## config.mk

```make
export PLATFORM = sky130hd
export DESIGN_NAME = op_group_fetch_flat
export DESIGN_NICKNAME = d
export VERILOG_FILES = /design/src/rtl/op_group_pkg.sv /design/src/rtl/op_group_fetch_if.sv /design/src/rtl/op_group_stats.sv /design/src/rtl/op_group_fetch.sv /design/src/flat_wrapper.sv
export SDC_FILE = /design/constraint.sdc
export NUM_CORES = 1
export LEC_CHECK = 0
export CORE_UTILIZATION = 45
export DETAILED_ROUTE_END_ITERATION = 8
export PLACE_DENSITY = 0.81
export REMOVE_ABC_BUFFERS = 1
export SKIP_LAST_GASP = 1
export SYNTH_ARGS = -nofsm -noshare
export SYNTH_HDL_FRONTEND = slang
export SYNTH_SLANG_ARGS = --single-unit
export TNS_END_PERCENT = 30
```

## constraint.sdc

```tcl
create_clock -name clk -period 2.5 [get_ports clk]
set_input_delay 0.625 -clock clk [delete_from_list [all_inputs] [get_ports clk]]
set_output_delay 0.625 -clock clk [all_outputs]
set_load 0.005 [all_outputs]
```

## src/rtl/op_group_pkg.sv

```systemverilog
// op_group_pkg: shared types for the operand group fetch slice.
//   GROUP_SIZE       - operands per bundle (fixed at 4, tied to the queue's
//                      "fewer than 4 past checkpoint" empty flag)
//   op_group_state_t - fetch FSM state encoding
//   op_group_t       - bundle of GROUP_SIZE operands of `OP_SIZE bits,
//                      element 0 is the operand popped first
`ifndef OP_SIZE
`define OP_SIZE 8
`endif

package op_group_pkg;

  localparam int GROUP_SIZE = 4;

  typedef enum logic [2:0] {
    ST_IDLE     = 3'd0,
    ST_LOAD     = 3'd1,
    ST_VALID    = 3'd2,
    ST_WAIT_RES = 3'd3,
    ST_COMMIT   = 3'd4,
    ST_RETRY    = 3'd5
  } op_group_state_t;

  typedef logic [GROUP_SIZE-1:0][`OP_SIZE-1:0] op_group_t;

endpackage

```

## src/rtl/op_group_fetch_if.sv

```systemverilog
// op_group_fetch_if: queue-side and execute-side signals of the group fetcher.
//   queue side  : q_data, q_empty (from queue); q_pop, q_reset, q_next (to queue)
//   execute side: grp_valid, grp_data (to execute); grp_ready, grp_commit,
//                 grp_retry (from execute)
//   modport master - the fetcher
//   modport slave  - the queue/execute environment
`ifndef OP_SIZE
`define OP_SIZE 8
`endif

interface op_group_fetch_if #(
  parameter int OP_W       = `OP_SIZE,
  parameter int GROUP_SIZE = op_group_pkg::GROUP_SIZE
);

  logic [OP_W-1:0]            q_data;
  logic                       q_empty;
  logic                       q_pop;
  logic                       q_reset;
  logic                       q_next;
  logic                       grp_valid;
  logic                       grp_ready;
  logic [GROUP_SIZE*OP_W-1:0] grp_data;
  logic                       grp_commit;
  logic                       grp_retry;

  modport master (
    input  q_data, q_empty, grp_ready, grp_commit, grp_retry,
    output q_pop, q_reset, q_next, grp_valid, grp_data
  );

  modport slave (
    output q_data, q_empty, grp_ready, grp_commit, grp_retry,
    input  q_pop, q_reset, q_next, grp_valid, grp_data
  );

endinterface

```

## src/rtl/op_group_stats.sv

```systemverilog
// op_group_stats: saturating 16-bit commit/retry event counters.
//   clk, rst    - clock, async active-high reset (clears both counters)
//   commit_stb  - one-cycle strobe on entry to COMMIT
//   retry_stb   - one-cycle strobe on entry to RETRY
//   cnt_commit  - number of commits, sticks at 0xFFFF
//   cnt_retry   - number of retries, sticks at 0xFFFF
module op_group_stats (
  input  logic        clk,
  input  logic        rst,
  input  logic        commit_stb,
  input  logic        retry_stb,
  output logic [15:0] cnt_commit,
  output logic [15:0] cnt_retry
);

  always_ff @(posedge clk or posedge rst) begin
    if (rst) begin
      cnt_commit <= '0;
      cnt_retry  <= '0;
    end else begin
      if (commit_stb && (cnt_commit != 16'hFFFF)) cnt_commit <= cnt_commit + 16'd1;
      if (retry_stb && (cnt_retry != 16'hFFFF))   cnt_retry  <= cnt_retry + 16'd1;
    end
  end

endmodule

```

## src/rtl/op_group_fetch.sv

```systemverilog
// op_group_fetch: pops four operands from the operand queue into a bundle,
// offers it to execute, then advances (commit) or rewinds (retry) the queue.
//   clk, rst   - clock, async active-high reset (shared with the queue)
//   bus        - op_group_fetch_if.master (queue + execute handshake)
//   busy       - FSM not in IDLE
//   cnt_commit, cnt_retry - saturating event counters, only when the
//                macro OP_GROUP_CNT_EN is defined
//
// state    | meaning
// ---------+-----------------------------------------------------------
// IDLE     | wait for at least 4 operands past the queue checkpoint
// LOAD     | pop one operand per cycle into slot idx (4 cycles)
// VALID    | bundle offered, grp_valid=1 until grp_ready
// WAIT_RES | bundle accepted, wait for commit/retry verdict
// COMMIT   | one-cycle q_next, queue checkpoint moves to read pointer
// RETRY    | one-cycle q_reset, queue read pointer rewinds to checkpoint
`ifndef OP_SIZE
`define OP_SIZE 8
`endif

module op_group_fetch #(
  parameter int OP_W       = `OP_SIZE,
  parameter int GROUP_SIZE = op_group_pkg::GROUP_SIZE
) (
  input  logic                  clk,
  input  logic                  rst,
  op_group_fetch_if.master      bus,
  output logic                  busy
`ifdef OP_GROUP_CNT_EN
  ,
  output logic [15:0]           cnt_commit,
  output logic [15:0]           cnt_retry
`endif
);

  import op_group_pkg::*;

  // The queue's empty flag is hard-wired to a threshold of 4.
  if (GROUP_SIZE != 4) begin : g_bad_group_size
    $error("op_group_fetch: GROUP_SIZE must be 4");
  end

  localparam int IDX_W = $clog2(GROUP_SIZE);
  localparam logic [IDX_W-1:0] IDX_LAST = IDX_W'(GROUP_SIZE - 1);

  op_group_state_t                  state, state_nxt;
  logic [IDX_W-1:0]                 idx;
  logic [GROUP_SIZE-1:0][OP_W-1:0]  slots;

  always_ff @(posedge clk or posedge rst) begin
    if (rst) begin
      state <= ST_IDLE;
      idx   <= '0;
      slots <= '0;
    end else begin
      state <= state_nxt;
      if (state == ST_IDLE) begin
        idx <= '0;
      end else if (state == ST_LOAD) begin
        slots[idx] <= bus.q_data;
        idx        <= idx + 1'b1;
      end
    end
  end

  // Queue strobes and grp_valid depend on state only, so they cannot
  // glitch on queue or execute inputs.
  always_comb begin
    state_nxt     = state;
    bus.q_pop     = 1'b0;
    bus.q_reset   = 1'b0;
    bus.q_next    = 1'b0;
    bus.grp_valid = 1'b0;
    busy          = 1'b1;
    case (state)
      ST_IDLE: begin
        busy = 1'b0;
        if (!bus.q_empty) state_nxt = ST_LOAD;
      end
      ST_LOAD: begin
        bus.q_pop = 1'b1;
        if (idx == IDX_LAST) state_nxt = ST_VALID;
      end
      ST_VALID: begin
        bus.grp_valid = 1'b1;
        if (bus.grp_ready) state_nxt = ST_WAIT_RES;
      end
      ST_WAIT_RES: begin
        if (bus.grp_retry)       state_nxt = ST_RETRY;
        else if (bus.grp_commit) state_nxt = ST_COMMIT;
      end
      ST_COMMIT: begin
        bus.q_next = 1'b1;
        state_nxt  = ST_IDLE;
      end
      ST_RETRY: begin
        bus.q_reset = 1'b1;
        state_nxt   = ST_IDLE;
      end
      default: begin
        busy      = 1'b0;
        state_nxt = ST_IDLE;
      end
    endcase
  end

  assign bus.grp_data = slots;

`ifdef OP_GROUP_CNT_EN
  logic commit_stb, retry_stb;

  assign retry_stb  = (state == ST_WAIT_RES) && bus.grp_retry;
  assign commit_stb = (state == ST_WAIT_RES) && bus.grp_commit && !bus.grp_retry;

  op_group_stats u_stats (
    .clk        (clk),
    .rst        (rst),
    .commit_stb (commit_stb),
    .retry_stb  (retry_stb),
    .cnt_commit (cnt_commit),
    .cnt_retry  (cnt_retry)
  );
`endif

endmodule

```

## src/flat_wrapper.sv

```systemverilog
// flat-port wrapper written by rule: the top's interface ports become plain ports
module op_group_fetch_flat import op_group_pkg::*;
#(
  parameter int OP_W       = `OP_SIZE,
  parameter int GROUP_SIZE = op_group_pkg::GROUP_SIZE
)
  (clk, rst, busy, bus_q_data, bus_q_empty, bus_grp_ready, bus_grp_commit, bus_grp_retry, bus_q_pop, bus_q_reset, bus_q_next, bus_grp_valid, bus_grp_data);
  op_group_fetch_if #(.OP_W(OP_W), .GROUP_SIZE(GROUP_SIZE)) bus_i ();
  input  logic clk;
  input  logic rst;
  output logic busy;
  input wire logic [$bits(bus_i.q_data)-1:0] bus_q_data;
  input wire logic [$bits(bus_i.q_empty)-1:0] bus_q_empty;
  input wire logic [$bits(bus_i.grp_ready)-1:0] bus_grp_ready;
  input wire logic [$bits(bus_i.grp_commit)-1:0] bus_grp_commit;
  input wire logic [$bits(bus_i.grp_retry)-1:0] bus_grp_retry;
  output wire logic [$bits(bus_i.q_pop)-1:0] bus_q_pop;
  output wire logic [$bits(bus_i.q_reset)-1:0] bus_q_reset;
  output wire logic [$bits(bus_i.q_next)-1:0] bus_q_next;
  output wire logic [$bits(bus_i.grp_valid)-1:0] bus_grp_valid;
  output wire logic [$bits(bus_i.grp_data)-1:0] bus_grp_data;
  assign bus_i.q_data = bus_q_data;
  assign bus_i.q_empty = bus_q_empty;
  assign bus_i.grp_ready = bus_grp_ready;
  assign bus_i.grp_commit = bus_grp_commit;
  assign bus_i.grp_retry = bus_grp_retry;
  assign bus_q_pop = bus_i.q_pop;
  assign bus_q_reset = bus_i.q_reset;
  assign bus_q_next = bus_i.q_next;
  assign bus_grp_valid = bus_i.grp_valid;
  assign bus_grp_data = bus_i.grp_data;
  op_group_fetch #(.OP_W(OP_W), .GROUP_SIZE(GROUP_SIZE)) u_core (.clk(clk), .rst(rst), .bus(bus_i), .busy(busy));
endmodule
```

Yosys cells after proc, flatten, opt, wreduce, memory -nomap -nowiden
Cells that the tools add are included.

storage, ports and cells
  flip-flop bits (word level) = 37
  output and inout bits = 37
  logic and storage cells = 42

cells by class
  add/sub/neg operators = 1
  $lt $le $gt $ge = 2
  equality and inequality tests = 10
  mux-type cells = 16
  bitwise logic cells = 1
  reduce and logical (&&, ||, !) cells = 6

operator list
  cell                 number
  $bwmux 32            1
  $demux 8 s2          1
  $mux 3               5
  $pmux 3 s4           1
  $mux 8               1
  $eq 3x2->1 const B   2
  $eq 3x3->1 const B   2
  $ne 2x2->1 const B   3
  $mux 1               5
  $reduce_or 5->1      1
  $mux 2               2
  $reduce_and 4->1     1
  $eq 3x1->1 const B   1
  $logic_not 3->1      1
  $lt 2x3->1 const B   1
  $ne 3x3->1 const B   1
  $add 2x1->2 const B  1
  $eq 2x2->1 const B   1
  $ge 2x1->1 const B   1
  $reduce_and 2->1     1
  $reduce_bool 2->1    1
  $logic_and 1x1->1    1
  $not 1->1            1

Logic depth before layout (Yosys ltp)
Gate-level depths: netlist of run 1.

  depth after elaboration = 5
  depth in mapped cells = 5
  gate-level depth less buffers = 4

Least setup slack after synthesis of run 1
No wires, ideal clock.

  kind = register to output
  start = register u_core.state[1]
  end = output port busy
  data arrival time = 0.882 ns
  path slack = 0.993 ns
  stages on the path, launching flop included = 4
  cells stage by stage = dfrtp_1 -> clkbuf_1 -> nor3_1 -> a21oi_1

on the way
  cells in the longest elaborated chain, start to end = 3
  elaborated cells on any way between the ends = 7
  classes of those cells = eq/ne: 5; mux: 1; reduce/logical: 1

ends and longest elaborated chain
  element                             RTL line              source
  start: declaration                  op_group_fetch.sv:46  op_group_state_t state, state_nxt;
  start signal: assignment            op_group_fetch.sv:56  state <= state_nxt;
  $eq 3x3->1 (tied with other cells)  op_group_fetch.sv:75  case (state)
  $reduce_or 5->1 (no line) (*)       --
  $mux 1 (*)                          op_group_fetch.sv:75
  end: declaration                    flat_wrapper.sv:11    output logic busy;

Every way passes the cells marked *; elsewhere a longest branch is shown, timed or not.

Final worst setup path of run 1
  start = register u_core.state[1]
  end = output port bus_q_pop

on the way
  cells in the longest elaborated chain, start to end = 2

ends and longest elaborated chain
  element           RTL line              source
  $eq 3x1->1        op_group_fetch.sv:75
  $mux 1            op_group_fetch.sv:75
  end: declaration  flat_wrapper.sv:17    output wire logic [$bits(bus_i.q_pop)-1:0] bus_q_pop;

Every way passes these cells.

==> results of run 1 <==
## per-stage QoR
step	utilization, %	setup WS (ps)
after floorplan	-	1030
after global placement	60.1	531
after detailed placement	60.1	491
after CTS	63.3	170
after global routing	63.3	91.9
final	63.3	176
## sequential cells by signal, indices dropped and copies added, names as in the netlist
name	cells
u_core.idx	2
u_core.bus.grp_data	32
u_core.state	3
## worst paths after layout
kind                                              start                       to  cells after the start
min in group asynchronous                           rst  u_core.bus.grp_data[22]                      3
worst min-delay path            u_core.bus.grp_data[12]  u_core.bus.grp_data[12]                      1
max in group asynchronous                           rst  u_core.bus.grp_data[31]                      3
worst max-delay path                    u_core.state[1]                bus_q_pop                      2
worst min register to register  u_core.bus.grp_data[12]  u_core.bus.grp_data[12]                      1
worst max register to register          u_core.state[1]  u_core.bus.grp_data[13]                      3
## kinds of logic (layout without fill, tap and decap cells)
kind of cell,Yosys count,after routing
muxes,32,32
buffers and inverters,11,64
adders and majority gates,4,4
DFF,37,37
and+or+nand+nor,16,16
AOI/OAI and AO/OA,8,8
## report_power, final
group | internal (mW) | switching, mW | leakage (nW)
registers | 0.906 | 0.226 | 0.444
logic | 1.12 | 0.487 | 0.526
clock network | 0.325 | 0.205 | 0.0585
total | 2.36 | 0.919 | 1.03
## worst reg2reg max path: cells and delay by family (launching register included)
family	cells	cell delay (ps)
DFF	1	520
muxes	1	330
and+or+nand+nor	2	650
## synth_stat cells (all sizes together)
cell / count
nand3: 2
dfrtp: 37
o2111ai: 1
ha: 4
inv: 5
nand2: 1
o31ai: 1
nor2: 4
a31o: 1
buf: 5
nor3b: 2
nor3: 2
a21oi: 2
and2: 4
o21ai: 3
mux2: 32
clkbuf: 1
nand3b: 1
## routing by layer
layer	part of all wire [%]	vias up	wire length [um]
li1	-	481	-
met1	46	494	1550
met2	47	36	1580
met3	5.0	8	167
met4	1.3	0	45
met5	0	-	0
## area by class of cell
type | instances | area (um2)
fill | 266 | 1340
sequential | 37 | 926
multi-input combinational | 60 | 688
timing repair buffer | 51 | 508
clock buffer | 7 | 86.3
tap | 48 | 60.1
clock inverter | 1 | 30.0
inverter | 5 | 18.8
==> flow_metrics.tcl, run 1 <==
set metrics [dict create \
    outcome "completed" \
    finalInstanceArea_um2 2320 \
    use_met3_pct 4.82 \
    yosysTopAreaCell "dfrtp_1" \
    worst_pin_slew_ps 468 \
    synth_top_family_by_area "multiplexers" \
    critPathArrivalTime_ps 1700 \
    area.growth.synth_to_final_pct 34.1 \
    cp.required_ps 1880 \
    cts-buffers-inserted 5 \
    fmax_mhz 430 \
    crit_fanout 12 \
    netlist.area_leader.share_pct 53.6 \
    dr.pass1.iters 3 \
    crit_slowest_cell "clkdlybuf4s50_1" \
    finalClockSkew_ps 4.42 \
    wl_per_cell_um 16.0 \
    hpwlAfterDp_mm 2.32 \
    synthMuxAreaShare_pct 27.8 \
    ctsResizeCount 0 \
    grt_use_met2_pct 28.5 \
    wirelength_mm 3.35 \
    netlist_area_um2 1730 \
    grt_use_met1_pct 24.4 \
    cp_top_family "buffers and inverters" \
    hold_violations 0 \
    place.gp.congestion 0.737 \
    via_per_inst 4.88 \
    antennaDiodeCount 0 \
    rsz0062_at_grt "false" \
    rrSetupSlack_ps 900 \
    crit_chain "nor3b_4, clkdlybuf4s50_1" \
    cts_tree "done" \
    yosysSeqAreaShare_pct 53.6 \
    critical_path.max_stage_delay_ps 560 \
    clk_latency_ps 280 \
    antenna_found_initial 0 \
    min_period_ps 2320 \
    syn_area_per_cell_um2 16.0 \
    cts_hold_buf 0 \
    leakage_nw 1.03 \
    crit_buf_inv 1 \
    grt_overflow 0 \
    clockBufferDepth 2 \
    grt_max_degree 38 \
    final_common_cell "clkdlybuf4s50_1" \
    ys_types 20 \
    ir_drop_v 0.000686 \
    final_cells 209 \
    dp_cells 201 \
    clk_pin_slew_ps 70 \
    endpoint_kind "output pin" \
    start_kind "flop" \
    drive_gt1_share_pct 28.6 \
    max_slew_margin_pct 68.8 \
    ant_nets 0 \
    p_per_area_nw_per_um2 1410 \
    grt.total_usage_pct 18.3 \
    yosys.area_share.simple_pct 6.23 \
    num_vias 1019 \
    power_mw 3.27 \
    die-width_um 64.0 \
    die_h_um 64.0 \
    setup_violations 0 \
    first_iter_violations 17 \
    portBuffers 50 \
    initial_core_util_pct 47.2 \
    core_area_um2 3660 \
    top_usage_layer "met2" \
    fin_tns_setup_ps 0 \
    crit_type "reg2out" \
    ys_warn_count 0 \
    drv_cap 0 \
    htreeDepth 2 \
    cts.sink_count 37 \
    whs_ps 511 \
    syn_inst 108 \
    dieArea_um2 4090 \
    synthAdderAreaFrac_pct 2.90 \
    slew_violations 0 \
    yosys.area_share.xor_xnor_pct 0 \
    postCtsSetupBuffers 0 \
    min_path_type "reg2reg" \
    finalCritPeriodShare_pct 93.0 \
    grt_pass1_vias 1075 \
    final_cell_mix "clkdlybuf4s50_1, dfrtp_1, mux2_4, clkbuf_8, inv_1" \
    rows 22 \
    post_dp_cell_area_um2 2200 \
    ys_top_cells_by_area "dfrtp_1, mux2_4, buf_12" \
    final_net_count 178 \
    ys_ff_latch 37 \
    io_pins 51 \
    ctsRootBufferMaster "clkbuf_8" \
    drc_errors 0 \
    synth_compound_area_share_pct 2.90 \
    grt_first_pass_wirelength_mm 5.55 \
]
Note: power is estimated with default switching activity, not from simulation.
==> inputs of run 2 (changes only) <==
Settings changed: PLACE_DENSITY 0.81 to 0.78.
==> run 2 against run 1 <==
Critical path depth unchanged. Non-clock buffer count unchanged. Setup slack better by 16 ps. Utilization down 0.41 points. First-iteration DRC count up 130%. Largest cell class unchanged. Cell count unchanged. Count of clock-buffer cells in the layout unchanged.
==> flow_metrics.tcl, run 2 (synthesized netlist as in run 1, its figures left out) <==
set metrics [dict create \
    slew_violations 0 \
    endpoint_kind "output pin" \
    first_iter_violations 39 \
    min_period_ps 2310 \
    clockPowerShare_pct 14.1 \
    ant_nets 0 \
    p_comb_share_pct 50.4 \
    hpwlAfterDp_mm 2.29 \
    die-width_um 64.0 \
    r2r_start "u_core.state[1]" \
    io_pins 51 \
    min_path_type "reg2reg" \
    rows 22 \
    area.growth.synth_to_final_pct 33.2 \
    cts_hold_buf 0 \
    postCtsSetupBuffers 0 \
    leakage_nw 1.02 \
    utilization_pct 62.9 \
    finalCritPeriodShare_pct 92.3 \
    worst_pin_slew_ps 448 \
    fin_tns_setup_ps 0 \
    wl_per_cell_um 15.1 \
    start_kind "flop" \
    seqCellArea_um2 926 \
    antennaDiodeCount 0 \
    largest_register_ffs 32 \
    drv_cap 0 \
    grt.total_usage_pct 17.2 \
    grt_pass1_vias 1083 \
    antenna_found_initial 0 \
    max_slew_margin_pct 70.1 \
    hold_violations 0 \
    min_from "u_core.bus.grp_data[17]" \
    rsz0062_at_grt "false" \
    num_vias 1034 \
    final_cell_mix "clkdlybuf4s50_1, dfrtp_1, mux2_4, clkbuf_8, inv_1" \
    drc_errors 0 \
    core_area_um2 3660 \
    finalClockSkew_ps 7.01 \
    fillerInstances 275 \
    setup_violations 0 \
    critPathArrivalTime_ps 1680 \
    cts-buffers-inserted 5 \
    seqPwrFrac_pct 35.5 \
    htreeDepth 2 \
    grt_first_pass_wirelength_mm 5.33 \
    drive_gt1_share_pct 29.2 \
    die_h_um 64.0 \
    via_per_inst 4.95 \
    cts.sink_count 37 \
    final_net_count 178 \
    grt_max_degree 38 \
    fmax_mhz 433 \
    final_common_cell "clkdlybuf4s50_1" \
    rrSetupSlack_ps 900 \
    dp_slack_ps 485 \
    wirelength_mm 3.15 \
    crit_type "reg2out" \
    p_switching_mw 0.890 \
    clk_pin_slew_ps 70 \
    p_per_area_nw_per_um2 1380 \
    clockBufferDepth 2 \
    fin_ws_ps 192 \
    crit_fanout 12 \
    intPower_mw 2.28 \
    multiInputGateArea_um2 688 \
    sw_frac_of_total_pct 28.1 \
    dp_cells 201 \
    place.gp.congestion 0.705 \
    clk_latency_ps 280 \
    dr.pass1.iters 4 \
    final_cells 209 \
    outcome "completed" \
    initial_core_util_pct 47.2 \
    cts_tree "done" \
    grt_overflow 0 \
    cp.required_ps 1880 \
    startpoint "u_core.state[1]" \
    ctsResizeCount 0 \
    ctsRootBufferMaster "clkbuf_8" \
    dieArea_um2 4090 \
    portBuffers 50 \
    ir_drop_v 0.000599 \
]
-- run 2: changes by cell type in the layout (fill, tap and decap cells not counted) --
| cell | change |
|---|---|
| clkbuf_8 | +1 |
| clkbuf_1 | -1 |
| bufinv_16 | -1 |
| clkinv_2 | +1 |
-- run 2: metrics by stage --
step / power [mW] / instance area [um2] / hold slack (ps)
floorplan: 1.98 / 1630 / 507
global placement: 2.71 / 2200 / 495
detailed placement: 2.75 / 2200 / 493
CTS: 3.21 / 2300 / 516
global route: 3.37 / 2300 / 526
finish: 3.17 / 2300 / 510
-- run 2: layout make-up --
type | count | area share [%]
Inverter | 5 | 0.815
Multi-Input combinational cell | 60 | 29.9
Sequential cell | 37 | 40.2
Clock inverter | 1 | 0.217
Tap cell | 48 | 2.61
Timing Repair Buffer | 51 | 22.1
Clock buffer | 7 | 4.18
-- run 2: worst max-delay path: stages, from the launching register on --
cell and delay (ps):
dfrtp_1 520, nor3b_4 330, clkdlybuf4s50_1 550
-- run 2: power by group through the flow --
stage	clock network, mW	logic [mW]	registers, mW
floorplan	0	0.855	1.12
global placement	0	1.59	1.12
detailed placement	0	1.61	1.14
CTS	0.457	1.62	1.13
global route	0.486	1.72	1.17
finish	0.446	1.60	1.12
-- run 2: path summary, 6_finish.rpt --
| kind | end | cells past startpoint |
|---|---|---|
| worst max-delay path | bus_q_pop | 2 |
| worst min-delay path | u_core.bus.grp_data[17] | 1 |
| worst max register to register | u_core.bus.grp_data[24] | 3 |
| worst min register to register | u_core.bus.grp_data[17] | 1 |
| max in group asynchronous | u_core.bus.grp_data[6] | 3 |
| min in group asynchronous | u_core.bus.grp_data[22] | 3 |
-- run 2: metal layers --
layer / vias to the layer above / share of wire [%] / track usage [%]
met5: - / 0 / 0
met4: 0 / 0.70 / 5.11
met3: 4 / 5.5 / 4.46
met2: 37 / 51 / 28.7
met1: 518 / 43 / 21.8
li1: 475 / - / -
